<file path="src/rtl/multicycle_control_unit_if.sv">
// Control bundle between the multicycle control FSM and the RV32I datapath.
// The FSM (master) drives strobes and selects; the datapath (slave) supplies the instruction.
interface multicycle_control_unit_if;
  logic [31:0] instrCode;
  logic        regFileWe;
  logic [3:0]  aluControl;
  logic        aluSrcMuxSel;
  logic [2:0]  RFWDSrcMuxSel;
  logic        branch;
  logic        jal;
  logic        jalr;
  logic        pcEn;
  logic        dataWe;

  modport master (
    input  instrCode,
    output regFileWe, aluControl, aluSrcMuxSel, RFWDSrcMuxSel,
    output branch, jal, jalr, pcEn, dataWe
  );

  modport slave (
    output instrCode,
    input  regFileWe, aluControl, aluSrcMuxSel, RFWDSrcMuxSel,
    input  branch, jal, jalr, pcEn, dataWe
  );
endinterface

</file>
<file path="src/rtl/multicycle_control_unit.sv">
// Multi-cycle RV32I control FSM: sequences fetch/decode/execute/memory/writeback
// and drives every datapath strobe as a decode of the current state and instruction.
//
// state  | meaning
// FETCH  | PC loads execute-stage next-PC
// DECODE | decode regs capture RF data and immediate
// R_EXE  | register-register ALU op, write back ALU result
// I_EXE  | register-immediate ALU op, write back ALU result
// B_EXE  | branch compare, next-PC reg captures target or PC+4
// LU_EXE | LUI, write back immediate
// AU_EXE | AUIPC, write back PC+imm
// J_EXE  | JAL, link PC+4, target PC+imm
// JL_EXE | JALR, link PC+4, target rs1+imm
// S_EXE  | store address rs1+imm
// S_MEM  | data-memory write strobe
// L_EXE  | load address rs1+imm
// L_MEM  | memory read, mem-read reg captures
// L_WB   | write back mem-read reg
module multicycle_control_unit (
  input  logic                            clk,
  input  logic                            reset,
  multicycle_control_unit_if.master       ctrl_if
);

  typedef enum logic [3:0] {
    FETCH, DECODE, R_EXE, I_EXE, B_EXE, LU_EXE, AU_EXE,
    J_EXE, JL_EXE, S_EXE, S_MEM, L_EXE, L_MEM, L_WB
  } state_e;

  localparam logic [6:0] OP_R  = 7'b0110011;
  localparam logic [6:0] OP_L  = 7'b0000011;
  localparam logic [6:0] OP_I  = 7'b0010011;
  localparam logic [6:0] OP_S  = 7'b0100011;
  localparam logic [6:0] OP_B  = 7'b1100011;
  localparam logic [6:0] OP_LU = 7'b0110111;
  localparam logic [6:0] OP_AU = 7'b0010111;
  localparam logic [6:0] OP_J  = 7'b1101111;
  localparam logic [6:0] OP_JL = 7'b1100111;

  state_e      state_q;
  logic [6:0]  opcode;
  logic [2:0]  funct3;
  logic        instr30;
  logic        unused_instr_bits;

  assign opcode            = ctrl_if.instrCode[6:0];
  assign funct3            = ctrl_if.instrCode[14:12];
  assign instr30           = ctrl_if.instrCode[30];
  assign unused_instr_bits = ^{ctrl_if.instrCode[31], ctrl_if.instrCode[29:15],
                               ctrl_if.instrCode[11:7]};

  always_ff @(posedge clk) begin
    if (reset) begin
      state_q <= FETCH;
    end else begin
      case (state_q)
        FETCH:  state_q <= DECODE;
        DECODE: begin
          case (opcode)
            OP_R:    state_q <= R_EXE;
            OP_I:    state_q <= I_EXE;
            OP_B:    state_q <= B_EXE;
            OP_LU:   state_q <= LU_EXE;
            OP_AU:   state_q <= AU_EXE;
            OP_J:    state_q <= J_EXE;
            OP_JL:   state_q <= JL_EXE;
            OP_S:    state_q <= S_EXE;
            OP_L:    state_q <= L_EXE;
            default: state_q <= FETCH;
          endcase
        end
        S_EXE:   state_q <= S_MEM;
        L_EXE:   state_q <= L_MEM;
        L_MEM:   state_q <= L_WB;
        default: state_q <= FETCH;
      endcase
    end
  end

  // Strobes are combinational so the datapath sees them in the same cycle;
  // reset forces them low even before the state register has settled.
  always_comb begin
    ctrl_if.regFileWe     = 1'b0;
    ctrl_if.aluControl    = 4'b0000;
    ctrl_if.aluSrcMuxSel  = 1'b0;
    ctrl_if.RFWDSrcMuxSel = 3'd0;
    ctrl_if.branch        = 1'b0;
    ctrl_if.jal           = 1'b0;
    ctrl_if.jalr          = 1'b0;
    ctrl_if.pcEn          = 1'b0;
    ctrl_if.dataWe        = 1'b0;
    if (!reset) begin
      case (state_q)
        FETCH: ctrl_if.pcEn = 1'b1;
        R_EXE: begin
          ctrl_if.regFileWe  = 1'b1;
          ctrl_if.aluControl = {instr30, funct3};
        end
        I_EXE: begin
          ctrl_if.aluSrcMuxSel = 1'b1;
          ctrl_if.regFileWe    = 1'b1;
          // Only shifts use bit 30 (SRLI/SRAI); elsewhere it is immediate data.
          ctrl_if.aluControl   = (funct3 == 3'b101) ? {instr30, funct3} : {1'b0, funct3};
        end
        B_EXE: begin
          ctrl_if.branch     = 1'b1;
          ctrl_if.aluControl = {1'b0, funct3};
        end
        LU_EXE: begin
          ctrl_if.regFileWe     = 1'b1;
          ctrl_if.RFWDSrcMuxSel = 3'd2;
        end
        AU_EXE: begin
          ctrl_if.regFileWe     = 1'b1;
          ctrl_if.RFWDSrcMuxSel = 3'd3;
        end
        J_EXE: begin
          ctrl_if.jal           = 1'b1;
          ctrl_if.regFileWe     = 1'b1;
          ctrl_if.RFWDSrcMuxSel = 3'd4;
        end
        JL_EXE: begin
          ctrl_if.jal           = 1'b1;
          ctrl_if.jalr          = 1'b1;
          ctrl_if.regFileWe     = 1'b1;
          ctrl_if.RFWDSrcMuxSel = 3'd4;
        end
        S_EXE:  ctrl_if.aluSrcMuxSel = 1'b1;
        S_MEM:  ctrl_if.dataWe       = 1'b1;
        L_EXE:  ctrl_if.aluSrcMuxSel = 1'b1;
        L_WB: begin
          ctrl_if.regFileWe     = 1'b1;
          ctrl_if.RFWDSrcMuxSel = 3'd1;
        end
        default: ;
      endcase
    end
  end

endmodule
</file>
<file path="src/flat_wrapper.sv">
// flat-port wrapper written by rule: the top's interface ports become plain ports
module multicycle_control_unit_flat 
  (clk, reset, ctrl_if_instrCode, ctrl_if_regFileWe, ctrl_if_aluControl, ctrl_if_aluSrcMuxSel, ctrl_if_RFWDSrcMuxSel, ctrl_if_branch, ctrl_if_jal, ctrl_if_jalr, ctrl_if_pcEn, ctrl_if_dataWe);
  multicycle_control_unit_if ctrl_if_i ();
  input  logic clk;
  input  logic reset;
  input wire logic [$bits(ctrl_if_i.instrCode)-1:0] ctrl_if_instrCode;
  output wire logic [$bits(ctrl_if_i.regFileWe)-1:0] ctrl_if_regFileWe;
  output wire logic [$bits(ctrl_if_i.aluControl)-1:0] ctrl_if_aluControl;
  output wire logic [$bits(ctrl_if_i.aluSrcMuxSel)-1:0] ctrl_if_aluSrcMuxSel;
  output wire logic [$bits(ctrl_if_i.RFWDSrcMuxSel)-1:0] ctrl_if_RFWDSrcMuxSel;
  output wire logic [$bits(ctrl_if_i.branch)-1:0] ctrl_if_branch;
  output wire logic [$bits(ctrl_if_i.jal)-1:0] ctrl_if_jal;
  output wire logic [$bits(ctrl_if_i.jalr)-1:0] ctrl_if_jalr;
  output wire logic [$bits(ctrl_if_i.pcEn)-1:0] ctrl_if_pcEn;
  output wire logic [$bits(ctrl_if_i.dataWe)-1:0] ctrl_if_dataWe;
  assign ctrl_if_i.instrCode = ctrl_if_instrCode;
  assign ctrl_if_regFileWe = ctrl_if_i.regFileWe;
  assign ctrl_if_aluControl = ctrl_if_i.aluControl;
  assign ctrl_if_aluSrcMuxSel = ctrl_if_i.aluSrcMuxSel;
  assign ctrl_if_RFWDSrcMuxSel = ctrl_if_i.RFWDSrcMuxSel;
  assign ctrl_if_branch = ctrl_if_i.branch;
  assign ctrl_if_jal = ctrl_if_i.jal;
  assign ctrl_if_jalr = ctrl_if_i.jalr;
  assign ctrl_if_pcEn = ctrl_if_i.pcEn;
  assign ctrl_if_dataWe = ctrl_if_i.dataWe;
  multicycle_control_unit u_core (.clk(clk), .reset(reset), .ctrl_if(ctrl_if_i));
endmodule
</file>
<file path="config.mk">
export PLATFORM = sky130hd
export DESIGN_NAME = multicycle_control_unit_flat
export DESIGN_NICKNAME = d
export VERILOG_FILES = /design/src/rtl/multicycle_control_unit_if.sv /design/src/rtl/multicycle_control_unit.sv /design/src/flat_wrapper.sv
export SDC_FILE = /design/constraint.sdc
export NUM_CORES = 1
export LEC_CHECK = 0
export ABC_AREA = 1
export CAP_MARGIN = 20
export CORE_MARGIN = 5
export CORE_UTILIZATION = 31
export DETAILED_ROUTE_END_ITERATION = 12
export PLACE_DENSITY = 0.79
export SETUP_SLACK_MARGIN = 0.05
export SLEW_MARGIN = 15
export SYNTH_ARGS = -nofsm -noshare
export SYNTH_HDL_FRONTEND = slang
export SYNTH_SLANG_ARGS = --single-unit
</file>
<file path="constraint.sdc">
create_clock -name clk -period 1.1 [get_ports clk]
set_input_delay 0.22 -clock clk [delete_from_list [all_inputs] [get_ports clk]]
set_output_delay 0.22 -clock clk [all_outputs]
set_load 0.05 [all_outputs]
</file>
After elaboration in Yosys (flattened, before gate mapping)
Index checks and enable logic that the tools add are counted.
- muxes and demuxes: 21
- reduce and logical (&&, ||, !) cells: 4
- equal/unequal tests: 23
- operator list (operator ; count):
    $pmux W4 S9 ; 1
    $eq A4 B4 Y1 const B ; 6
    $eq A7 B6 Y1 const B ; 3
    $eq A7 B7 Y1 const B ; 3
    $pmux W4 S5 ; 1
    $eq A4 B3 Y1 const B ; 4
    $eq A7 B5 Y1 const B ; 2
    $mux W1 ; 14
    $pmux W3 S4 ; 1
    $pmux W4 S3 ; 1
    $eq A4 B2 Y1 const B ; 2
    $mux W4 ; 2
    $eq A7 B2 Y1 const B ; 1
    $reduce_or A7 Y1 ; 1
    $eq A4 B1 Y1 const B ; 1
    $logic_not A4 Y1 ; 1
    $eq A3 B3 Y1 const B ; 1
    $mux W3 ; 1
    $reduce_or A3 Y1 ; 1
    $reduce_or A2 Y1 ; 1
- input port bits: 34
- register bits after elaboration: 4
- output and inout bits: 14
- word-level logic and storage cells: 49

Depth between registers and ports, before layout
Gate-level depths: netlist (run 1).
- depth after elaboration: 4
- gate-level depth with buffers: 8
- mapped depth without buffers: 8

Least setup slack after synthesis (run 1)
OpenSTA, ideal clock, no wires.
- path type: register to output
- from: register u_core.state_q[2]
- to: output port ctrl_if_dataWe
- path buffers: 0
- required time: 0.880 ns
- stages on the path, launching flop included: 4
- arrival time: 1.923 ns
- slack: -1.043 ns
- cell sequence: dfxtp_1 -> inv_1 -> nand2_1 -> nor4_1
- word-level cells in the longest chain between the ends: 3
- RTL lines (element ; line ; text):
    start, declared ; multicycle_control_unit.sv:40 ; state_e state_q;
    start signal, assigned ; multicycle_control_unit.sv:54 ; state_q <= FETCH;
    start signal, assigned ; multicycle_control_unit.sv:57 ; FETCH: state_q <= DECODE;
    start signal, assigned ; multicycle_control_unit.sv:60 ; OP_R: state_q <= R_EXE;
    $eq A4 B4 Y1 ; multicycle_control_unit.sv:93 ; case (state_q)
    $mux W1 ; multicycle_control_unit.sv:93 ;
    $mux W1 ; multicycle_control_unit.sv:92 ; if (!reset) begin
    end, declared ; flat_wrapper.sv:16 ; output wire logic [$bits(ctrl_if_i.dataWe)-1:0] ctrl_if_dataWe;
Every way passes these cells.

Worst setup path in the final report (run 1)
- from: register u_core.state_q[1]
- to: output port ctrl_if_aluControl[0]
- word-level cells in the longest chain between the ends: 3
- elaborated cells between the ends (all ways): 5
- classes of those cells: eq/ne (3); mux (2)
- RTL lines (element ; line ; text):
    $eq A4 B3 Y1 or $eq A4 B2 Y1 (tied branches) ; multicycle_control_unit.sv:93 ;
    $pmux W4 S3 (*) ; multicycle_control_unit.sv:93 ;
    $mux W4 (*) ; multicycle_control_unit.sv:92 ;
    end, declared ; flat_wrapper.sv:9 ; output wire logic [$bits(ctrl_if_i.aluControl)-1:0] ctrl_if_aluControl;
Every way passes the cells marked *; elsewhere a longest branch is shown, timed or not.

==> results of run 1 <==
-- path summary, 6_finish.rpt --
| kind | depth (start not counted) | to | slack [ns] | start |
|---|---|---|---|---|
| min | 6 | u_core.state_q[2] | 0.62 | ctrl_if_instrCode[6] |
| min reg2reg | 2 | u_core.state_q[3] | 0.62 | u_core.state_q[3] |
| max | 5 | ctrl_if_aluControl[0] | -0.57 | u_core.state_q[1] |
| max reg2reg | 7 | u_core.state_q[2] | -0.17 | u_core.state_q[1] |
-- kinds of logic (layout without fill, tap and decap cells) --
group,count (synthesis),after routing
buffers and inverters,25,78
DFF,4,4
AOI/OAI and AO/OA,14,14
and+or+nand+nor,69,69
-- what timing repair did --
| action | 4_1_cts | 5_1_grt |
|---|---|---|
| pin swaps | 18 | 4 |
| cloned | 0 | 0 |
| endpoints found under the setup margin | 18 | 18 |
| buffers inserted | 2 | 2 |
| gates resized for setup | 41 | 10 |
-- final cells by class --
class | count | share of cell area
Inverter | 24 | 0.07288
Clock buffer | 4 | 0.01780
Multi-Input combinational cell | 83 | 0.4288
Tap cell | 25 | 0.02119
Timing Repair Buffer | 50 | 0.3949
Sequential cell | 4 | 0.06441
-- where the power goes --
part / internal [uW] / leakage (uW) / switching, uW
logic: 132 / 0.000626 / 161
clock network: 137 / 0.0000150 / 76.3
registers: 143 / 0.0000355 / 11.7
-- per-layer routing --
metal | global-route usage | vias up | share of wire
met5 | 0 | - | 0
met4 | 0.1659 | 0 | 0.057
met3 | 0.06017 | 16 | 0.061
met2 | 0.4289 | 58 | 0.52
met1 | 0.2151 | 443 | 0.36
li1 | - | 453 | -
-- worst register-to-register path, stage by stage (launching register included) --
cell and delay, ns:
dfxtp_4 0.37, nor2_4 0.15, buf_4 0.15, buf_4 0.12, nand3_1 0.11, inv_2 0.10
a21oi_2 0.04, a21oi_1 0.14
-- placed cells by master (no fill, tap or decap), drive strengths merged --
cell type / count
dfxtp: 4
nand2: 30
clkinv: 1
a21oi: 9
nor3b: 2
nor3: 5
clkbuf: 4
nand3: 8
nor4: 1
nor2: 23
a31oi: 1
buf: 38
inv: 23
dlygate4sd2: 8
o21ai: 4
clkdlybuf4s50: 4
-- metrics by stage --
stage / area, sq um / setup TNS (ns) / instances / total power (uW)
after floorplan: 755.7 / -3.194 / 112 / 270.8
after global placement: 1315 / -6.613 / 183 / 402.5
after detailed placement: 1315 / -7.019 / 183 / 409.6
after CTS: 1433 / -6.420 / 188 / 643.1
after global routing: 1476 / -8.226 / 190 / 694.2
final: 1476 / -7.362 / 190 / 660.3
==> key figures, run 1 <==
Worst hold path
  • Min-delay worst type: in2reg

Finish
  • Largest register FFs: 4
  • ANT cells: 0
  • Largest regs: u_core.state_q: 4 flops
  • Multi-input logic area: 633.1 sq um
  • Share of cells above drive strength 1: 0.6121
  • FF+latch area: 95.09 sq um
  • Final Core Density: 0.8645
  • Nets: 200
  • Area delta synth->final: 168.8%
  • Fillcell total: 85
  • Largest Register: u_core.state_q

Setup path
  • Startpoint Class: flop
  • Max stage delay on crit path: 0.37 ns
  • Worst-path fanout max: 3
  • Critical path buffers and inverters: 2
  • Setup crit end kind: output port
  • Slowest cell on crit path: dfxtp_4
  • CP arrival: 1.45 ns
  • CP delay by family, top: simple AND/OR/NAND/NOR gates
  • Crit Path Class: reg2out
  • Critical Path RT: 0.88 ns
  • Worst path cell trace: nor2_4 -> buf_4 -> a21oi_4 -> nor3b_4 -> buf_12

Synth
  • Synth Flop Type: dfxtp_1
  • Synth warn: 0
  • Cell taking the most area after synthesis: nand2_1
  • Top-count cell post-synth: nand2_1
  • Mux cell area share after synthesis: 0
  • Top cells by area, synth: nand2_1 20%, dfxtp_1 15%, nor2_1 12%, inv_1 12%, a21oi_1 7.3%
  • Xor/xnor share of the synthesized area: 0
  • Syn nets: 146
  • Cells after Synth: 112
  • Synth Register Bits: 4
  • Synth top cells by count: 29 x nand2_1, 18 x nor2_1, 17 x inv_1, 8 x a21oi_1, 8 x nand3_1
  • Syn_area_per_cell: 4.904 sq um
  • Sequential fraction of the synthesis area: 0.1458
  • Post-Synth Simple-Gate Area: 0.5467
  • Top cell type's share of synthesized area: 0.1982
  • Synth cell types: 18
  • Adder-Cell Fraction of Synth Area: 0
  • Synthesized area: 549.3 sq um
  • Largest family of logic cells by synthesized area: simple AND/OR/NAND/NOR gates
  • Compound-cell area share of the yosys netlist: 0.1367
  • Post-synth ARST share: 0
  • Post-synth EDFFs: 0

Global routing
  • First-pass GRT wire length: 4.498 mm
  • Overflow after GRT: 0
  • Largest net degree at the start of global routing: 10
  • Initial antenna violation count: 0
  • Tot GR Track Use: 0.2317
  • Vias in the first global route: 991

Detailed routing
  • DRC: 0
  • Pre-antenna DRT Iters: 4
  • Detail Route Antenna Nets: 0
  • Post-Route WL: 3.196 mm
  • Vias: 970
  • Drt wl/cell: 16.82 um
  • Initial drt markers: 25
  • Via/cell ratio: 5.105

Clock tree
  • CTS tree: built
  • Skew-Pair Late Insertion Delay: 0.25 ns
  • Htree depth: 1
  • Post-cts hold buffer count: 0
  • Worst-path clk slew: 0.05 ns
  • Number of buffers created by CTS: 3
  • CTS Root Cell: clkbuf_4
  • Clk sinks: 4
  • Clk buf depth: 2

Floorplanning
  • Initial core utilization: 0.3216
  • Die Ht: 52.10 um
  • Row count: 15
  • Core area: 1708 sq um
  • Die X: 52.10 um
  • Die ar.: 2714 sq um
  • IO Count: 48

STA
  • F_max: 598.1 MHz
  • Final number of max-transition violations: 0
  • Worst slew pin tran: 0.2860 ns
  • RSZ-0062 raised after global routing: yes
  • Final critical-path required period: 1.672 ns
  • Skew final: 0.01769 ns
  • Fin worst setup slack: -0.5721 ns
  • Hold Fails Final Rpt: 0
  • Final setup fails: 18
  • Ratio of final minimum period to clock period: 1.520
  • Hold WS: 0.6209 ns
  • Rel. slew slack: 0.8079

Run
  • Max-cap violations: 0

Placement
  • # port buffers: 26
  • Post-Place Worst Slack: -0.5062 ns
  • Post-detail-place hpwl: 1.965 mm
  • Final RePlAce weighted congestion: 0.8110

Power and ir drop
  • Peak supply drop: 0.0006864 V
  • Leakage: 0.0006760 uW
  • Pwr dens: 447.2 nW/um^2

Outcome
  • Failing checks: setup timing
  • Status: complete, but fails checks
No activity file was read; power rests on OpenSTA's default activity.
==> inputs of run 2 (changes only) <==
--- a/config.mk
+++ b/config.mk
@@ -8,11 +8,10 @@
 export ABC_AREA = 1
 export CAP_MARGIN = 20
 export CORE_MARGIN = 5
-export CORE_UTILIZATION = 31
+export CORE_UTILIZATION = 33
 export DETAILED_ROUTE_END_ITERATION = 12
-export PLACE_DENSITY = 0.79
+export PLACE_DENSITY = 0.84
 export SETUP_SLACK_MARGIN = 0.05
-export SLEW_MARGIN = 15
 export SYNTH_ARGS = -nofsm -noshare
 export SYNTH_HDL_FRONTEND = slang
 export SYNTH_SLANG_ARGS = --single-unit
==> constraint.sdc (replaced) <==
create_clock -name clk -period 2 [get_ports clk]
set_input_delay 0.4 -clock clk [delete_from_list [all_inputs] [get_ports clk]]
set_output_delay 0.4 -clock clk [all_outputs]
set_load 0.05 [all_outputs]
==> key figures, run 2 (same netlist as run 1, synthesis figures left out) <==
Outcome
  • Status: completed

Clock tree
  • CTS Root Cell: clkbuf_4
  • Worst-path clk slew: 0.03 ns (-0.02 ns)
  • CTS tree: built
  • Post-cts hold buffer count: 0 (unchanged)
  • Htree depth: 1 (unchanged)
  • Skew-Pair Late Insertion Delay: 0.24 ns (about the same)
  • Clk sinks: 4 (unchanged)
  • Clk buf depth: 2 (unchanged)
  • Number of buffers created by CTS: 3 (unchanged)

STA
  • Final number of max-transition violations: 0 (unchanged)
  • Final setup fails: 0 (-18)
  • Final critical-path required period: 1.867 ns
  • RSZ-0062 raised after global routing: yes
  • Worst slew pin tran: 0.3822 ns (+0.09612 ns)
  • Hold WS: 0.5660 ns (-0.05485 ns)
  • F_max: 535.5 MHz
  • Ratio of final minimum period to clock period: 0.9337
  • Hold Fails Final Rpt: 0 (unchanged)
  • Rel. slew slack: 0.7452 (-0.06265)
  • Setup Total Neg Slack: 0 ns (+7.362 ns)
  • Skew final: 0.001884 ns (-0.01581 ns)

Power and ir drop
  • Sw frac: 0.3140 (-0.06314)
  • Clock power frac: 0.357 (+0.034)
  • Sequential Power Share: 0.309 (+0.075)
  • Peak supply drop: 0.0001708 V (-75%)
  • NetSw: 88.56 uW (-64%)
  • Logic pwr share: 0.335 (-0.108)
  • Pwr dens: 278.6 nW/um^2 (-38%)
  • Internal power: 193.5 uW (-53%)
  • Leakage: 0.0004999 uW (-26%)

Finish
  • Largest Register: u_core.state_q
  • Nets: 179 (-11%)
  • Final Core Density: 0.6567 (-0.2078)
  • Most frequent cells in the layout: 29 x nand2_1, 18 x nor2_1, 17 x inv_1, 11 x clkdlybuf4s50_1, 11 x buf_12
  • Fillcell total: 141 (+66%)
  • Largest register FFs: 4 (unchanged)
  • Final Cell Area: 1012 sq um (-31%)
  • Largest regs: u_core.state_q: 4 flops
  • Share of cells above drive strength 1: 0.2937 (-0.3184)
  • ANT cells: 0 (unchanged)
  • Area delta synth->final: 84.28%
  • Commonest non-fill, non-tap cell in the layout: nand2_1

Setup path
  • Critical path buffers and inverters: 4 (+2)
  • Worst-path fanout max: 4 (+1)
  • Startpoint Class: flop
  • CP arrival: 1.47 ns (+0.02 ns)
  • Setup crit end kind: output port
  • Slowest cell on crit path: dfxtp_1
  • R2R depth: 5 (-2)
  • Critical Path RT: 1.60 ns (+0.72 ns)
  • CP Launch Point: u_core.state_q[3]
  • Critical R2R Capture: u_core.state_q[2]
  • CP delay by family, top: buffers and inverters
  • Crit Path Class: reg2out
  • Max stage delay on crit path: 0.37 ns (about the same)
  • FF-to-FF Start: u_core.state_q[0]
  • Setup slack, reg-to-reg: 0.88 ns (+1.05 ns)
  • Worst path cell trace: inv_1 -> nand2_1 -> inv_2 -> a21oi_2 -> nor3b_2 -> buf_4 -> buf_12

Global routing
  • First-pass GRT wire length: 2.546 mm (-43%)
  • Largest net degree at the start of global routing: 10 (unchanged)
  • Vias in the first global route: 652 (-34%)
  • Tot GR Track Use: 0.1263 (-0.1054)
  • Overflow after GRT: 0 (unchanged)
  • Initial antenna violation count: 0 (unchanged)

Floorplanning
  • Die ar.: 2580 sq um (-4.9%)
  • Die Ht: 50.80 um (-2.5%)
  • Core area: 1541 sq um (-9.7%)
  • IO Count: 48 (unchanged)
  • Die X: 50.80 um (-2.5%)
  • Row count: 14 (-1)
  • Initial core utilization: 0.3563 (+0.03472)

Detailed routing
  • Via/cell ratio: 4.843 (-5.1%)
  • Post-Route WL: 1.543 mm (-52%)
  • Detail Route Antenna Nets: 0 (unchanged)
  • Pre-antenna DRT Iters: 4 (unchanged)
  • DRC: 0 (unchanged)
  • Vias: 770 (-21%)
  • Initial drt markers: 9 (-64%)
  • Drt wl/cell: 9.704 um (-42%)

Worst hold path
  • Worst Hold Depth: 2 (-4)
  • Min-delay worst type: reg2reg
  • Hold_sp: u_core.state_q[3]
  • Worst hold path endpoint: u_core.state_q[3]

Placement
  • # port buffers: 26 (unchanged)
  • Final RePlAce weighted congestion: 0.9084 (+12%)
  • Post-detail-place hpwl: 1.324 mm (-33%)
  • Post-Place Cell Area: 967.2 sq um (-26%)

Run
  • Max-cap violations: 0 (unchanged)
-- run 2: cell types whose count changed in the layout (fill, tap and decap cells not counted), sizes merged --
| cell | before | now |
|---|---|---|
| buf | 38 | 17 |
| clkbuf | 4 | 3 |
| clkdlybuf4s50 | 4 | 11 |
| dlygate4sd2 | 8 | 1 |
-- run 2: how the worst max path moves through the flow --
stage	to	slack, ns	depth (start not counted)
2_1_floorplan	ctrl_if_aluControl[0]	-0.27	5
3_3_place_gp	ctrl_if_regFileWe	-0.008	5
3_5_place_dp	ctrl_if_regFileWe	-0.02	5
4_1_cts	ctrl_if_aluControl[0]	0.08	7
5_1_grt	ctrl_if_aluControl[0]	-0.007	7
6_report	ctrl_if_aluControl[0]	0.13	7
-- run 2: repair_timing --
item,4_1_cts,5_1_grt
gates resized for setup,2,5
buffers inserted,0,0
setup endpoints to repair,11,6
-- run 2: cell type report --
type | count | area (sq um) | area share
multi-input cells | 83 | 414.1 | 0.4091
repair buffers | 29 | 384.1 | 0.3795
inverters | 24 | 90.09 | 0.08900
flip-flops and latches | 4 | 81.33 | 0.08035
clock buffers | 3 | 22.52 | 0.02225
well taps | 16 | 20.02 | 0.01978
-- run 2: tightest hold or removal path, cell delays in order (launching register included) --
cell and delay (ns):
dfxtp_1 0.32, nand3_1 0.11, a31oi_1 0.08
-- run 2: power groups by stage --
stage	Combinational, uW	Sequential [uW]	Clock (uW)
after floorplan	45.4	86.7	0
after global placement	90.9	87.4	0
after detailed placement	93.2	87.5	0
after CTS	93.2	86.3	101
after global routing	104	87.8	107
final	94.4	87.0	101
-- run 2: per-layer routing --
metal / share of wire / wire length (um) / track usage
met1: 0.37 / 573 / 0.1237
met4: 0.030 / 46 / 0.08936
met3: 0.089 / 138 / 0.01479
met5: 0 / 0 / 0
met2: 0.51 / 784 / 0.2376
-- run 2: per-stage QoR --
stage          std cells  worst slack [ns]  total power, uW
6_report             159            0.1326            282.0
5_1_grt              159         -0.007354            298.9
4_1_cts              159           0.08042            280.2
3_5_place_dp         156          -0.02239            180.7
3_3_place_gp         156         -0.008221            178.3
2_1_floorplan        112           -0.2684            132.1
==> inputs of run 3 (changes only) <==
--- a/config.mk
+++ b/config.mk
@@ -8,9 +8,9 @@
 export ABC_AREA = 1
 export CAP_MARGIN = 20
 export CORE_MARGIN = 5
-export CORE_UTILIZATION = 33
+export CORE_UTILIZATION = 28
 export DETAILED_ROUTE_END_ITERATION = 12
-export PLACE_DENSITY = 0.84
+export PLACE_DENSITY = 0.76
 export SETUP_SLACK_MARGIN = 0.05
 export SYNTH_ARGS = -nofsm -noshare
 export SYNTH_HDL_FRONTEND = slang
==> constraint.sdc (replaced) <==
create_clock -name clk -period 1.7 [get_ports clk]
set_input_delay 0.34 -clock clk [delete_from_list [all_inputs] [get_ports clk]]
set_output_delay 0.34 -clock clk [all_outputs]
set_load 0.05 [all_outputs]
==> key figures, run 3 (same netlist as run 1, synthesis figures left out) <==
Setup path
  • Worst-path fanout max: 4 (unchanged)
  • CP arrival: 1.33 ns (-0.14 ns)
  • Setup slack, reg-to-reg: 0.61 ns (-0.27 ns)
  • Setup crit end kind: output port
  • Startpoint Class: flop
  • Critical Path RT: 1.36 ns (-0.24 ns)
  • R2R depth: 6 (+1)
  • Slowest cell on crit path: dfxtp_2
  • Most Frequent Cell on Critical Path: nor2_4
  • Crit Path Class: reg2out
  • Critical R2R Capture: u_core.state_q[2]
  • Max stage delay on crit path: 0.34 ns (-0.03 ns)
  • Worst path cell trace: nor2_4 -> inv_2 -> nor2_4 -> a21oi_4 -> nor3b_4 -> buf_12
  • FF-to-FF Start: u_core.state_q[1]

Clock tree
  • Clk sinks: 4 (unchanged)
  • CTS tree: built
  • Clk buf depth: 2 (unchanged)
  • Worst-path clk slew: 0.04 ns (about the same)
  • Htree depth: 1 (unchanged)
  • Number of buffers created by CTS: 3 (unchanged)
  • Skew-Pair Late Insertion Delay: 0.24 ns (about the same)
  • CTS Root Cell: clkbuf_4

Global routing
  • Largest net degree at the start of global routing: 8 (-2)
  • Vias in the first global route: 721 (+11%)
  • Tot GR Track Use: 0.1196 (-0.006627)
  • Initial antenna violation count: 0 (unchanged)
  • Overflow after GRT: 0 (unchanged)
  • First-pass GRT wire length: 2.559 mm (+0.51%)

Worst hold path
  • Min-delay worst type: in2reg
  • Worst Hold Depth: 3 (+1)
  • Hold_sp: reset
  • Worst hold path endpoint: u_core.state_q[1]

Finish
  • Final Cell Area: 1127 sq um (+11%)
  • Share of cells above drive strength 1: 0.3893 (+0.09556)
  • Nets: 185 (+3.4%)
  • Area delta synth->final: 105.2%
  • Largest Register: u_core.state_q
  • ANT cells: 0 (unchanged)
  • Largest regs: u_core.state_q: 4 flops
  • Largest register FFs: 4 (unchanged)
  • Most frequent cells in the layout: 27 x nand2_1, 17 x nor2_1, 15 x inv_1
  • Commonest non-fill, non-tap cell in the layout: nand2_1

Detailed routing
  • Detail Route Antenna Nets: 0 (unchanged)
  • DRC: 0 (unchanged)
  • Vias: 798 (+3.6%)
  • Via/cell ratio: 4.534 (-6.4%)
  • Drt wl/cell: 9.511 um (-2.0%)
  • Initial drt markers: 3 (-6)
  • Pre-antenna DRT Iters: 4 (unchanged)
  • Post-Route WL: 1.674 mm (+8.5%)

Power and ir drop
  • Peak supply drop: 0.0001947 V (+14%)
  • Logic pwr share: 0.364 (+0.029)
  • Sw frac: 0.3240 (+0.009937)
  • Internal power: 236.4 uW (+22%)
  • NetSw: 113.3 uW (+28%)
  • Pwr dens: 310.2 nW/um^2 (+11%)
  • Total Power: 349.7 uW (+24%)
  • Sequential Power Share: 0.287 (-0.022)
  • Clock power frac: 0.349 (-0.008)
  • Leakage: 0.0005457 uW (+9.2%)

STA
  • Skew final: 0.007505 ns (+0.005621 ns)
  • Worst slew pin tran: 0.3271 ns (-0.05505 ns)
  • Rel. slew slack: 0.7801 (+0.03489)
  • Final setup fails: 0 (unchanged)
  • Hold Fails Final Rpt: 0 (unchanged)
  • RSZ-0062 raised after global routing: yes
  • Ratio of final minimum period to clock period: 0.9842
  • F_max: 597.7 MHz
  • Final number of max-transition violations: 0 (unchanged)
  • Final critical-path required period: 1.673 ns
  • Setup Total Neg Slack: 0 ns (unchanged)

Floorplanning
  • IO Count: 48 (unchanged)
  • Die ar.: 2947 sq um (+14%)
  • Row count: 16 (+2)
  • Die X: 54.29 um (+6.9%)
  • Die Ht: 54.29 um (+6.9%)
  • Core area: 1922 sq um (+25%)
  • Initial core utilization: 0.2858 (-0.07052)

Placement
  • Final RePlAce weighted congestion: 0.8452 (-7.0%)
  • Post-Place Cell Area: 1032 sq um (+6.7%)
  • Post-detail-place hpwl: 1.432 mm (+8.2%)
  • # port buffers: 26 (unchanged)

Run
  • Max-cap violations: 0 (unchanged)

Outcome
  • Status: completed
run 3: cell count changes in the layout (fill, tap and decap cells not counted), sizes merged:
cell	delta
dlygate4sd2	-1
clkbuf	+1
buf	+6
run 3: what timing repair did:
action                                 CTS  global route
buffers inserted                         1             1
gates resized for setup                 19             5
pin swaps                                5             3
setup endpoints to repair               14            13
hold buffers                             0             0
endpoints found under the hold margin    0             0
run 3: per-layer routing:
layer | GRT usage | routed length, um | share of wire
met5 | 0 | 0 | 0
met4 | 0.08714 | 29 | 0.017
met3 | 0 | 121 | 0.072
met2 | 0.2629 | 906 | 0.54
met1 | 0.09609 | 617 | 0.37
run 3: layout make-up:
| cell class | count | area (sq um) |
|---|---|---|
| clock buffers | 3 | 22.52 |
| repair buffers | 35 | 429.2 |
| well taps | 27 | 33.78 |
| flip-flops and latches | 4 | 90.09 |
| multi-input cells | 83 | 459.2 |
| inverters | 24 | 92.59 |
| fillers | 190 | 794.5 |
run 3: per-stage QoR:
stage	std cells	worst slack (ns)	hold WS (ns)	utilization
final	176	0.02682	0.5201	0.5866
after global routing	176	-0.01467	0.5404	0.5866
after CTS	175	0.006817	0.5617	0.5820
after detailed placement	171	-0.2048	0.5519	0.5371
after global placement	171	-0.1735	0.5545	0.5371
after floorplan	112	-0.2942	0.5399	-
run 3: power by group through the flow:
stage / Sequential (uW) / Clock [uW] / Combinational (uW)
2_1_floorplan: 102 / 0 / 54.6
3_3_place_gp: 102 / 0 / 118
3_5_place_dp: 102 / 0 / 121
4_1_cts: 101 / 126 / 125
5_1_grt: 101 / 127 / 137
6_report: 100 / 122 / 127
run 3: worst max path at each step:
stage,from,endpoint,cells past startpoint
2_1_floorplan,reset,ctrl_if_branch,2
3_3_place_gp,reset,ctrl_if_jalr,5
3_5_place_dp,reset,ctrl_if_jalr,5
4_1_cts,u_core.state_q[3],ctrl_if_aluControl[2],6
5_1_grt,u_core.state_q[3],ctrl_if_aluControl[0],6
6_report,u_core.state_q[3],ctrl_if_aluControl[2],6
run 3: worst max-delay path: cells and delay by family, from the launching register on:
family / cells / cell delay, ns
AO/OA/AOI/OAI: 1 / 0.07
buffers and inverters: 2 / 0.22
flip-flops: 1 / 0.34
AND/OR/NAND/NOR: 3 / 0.45
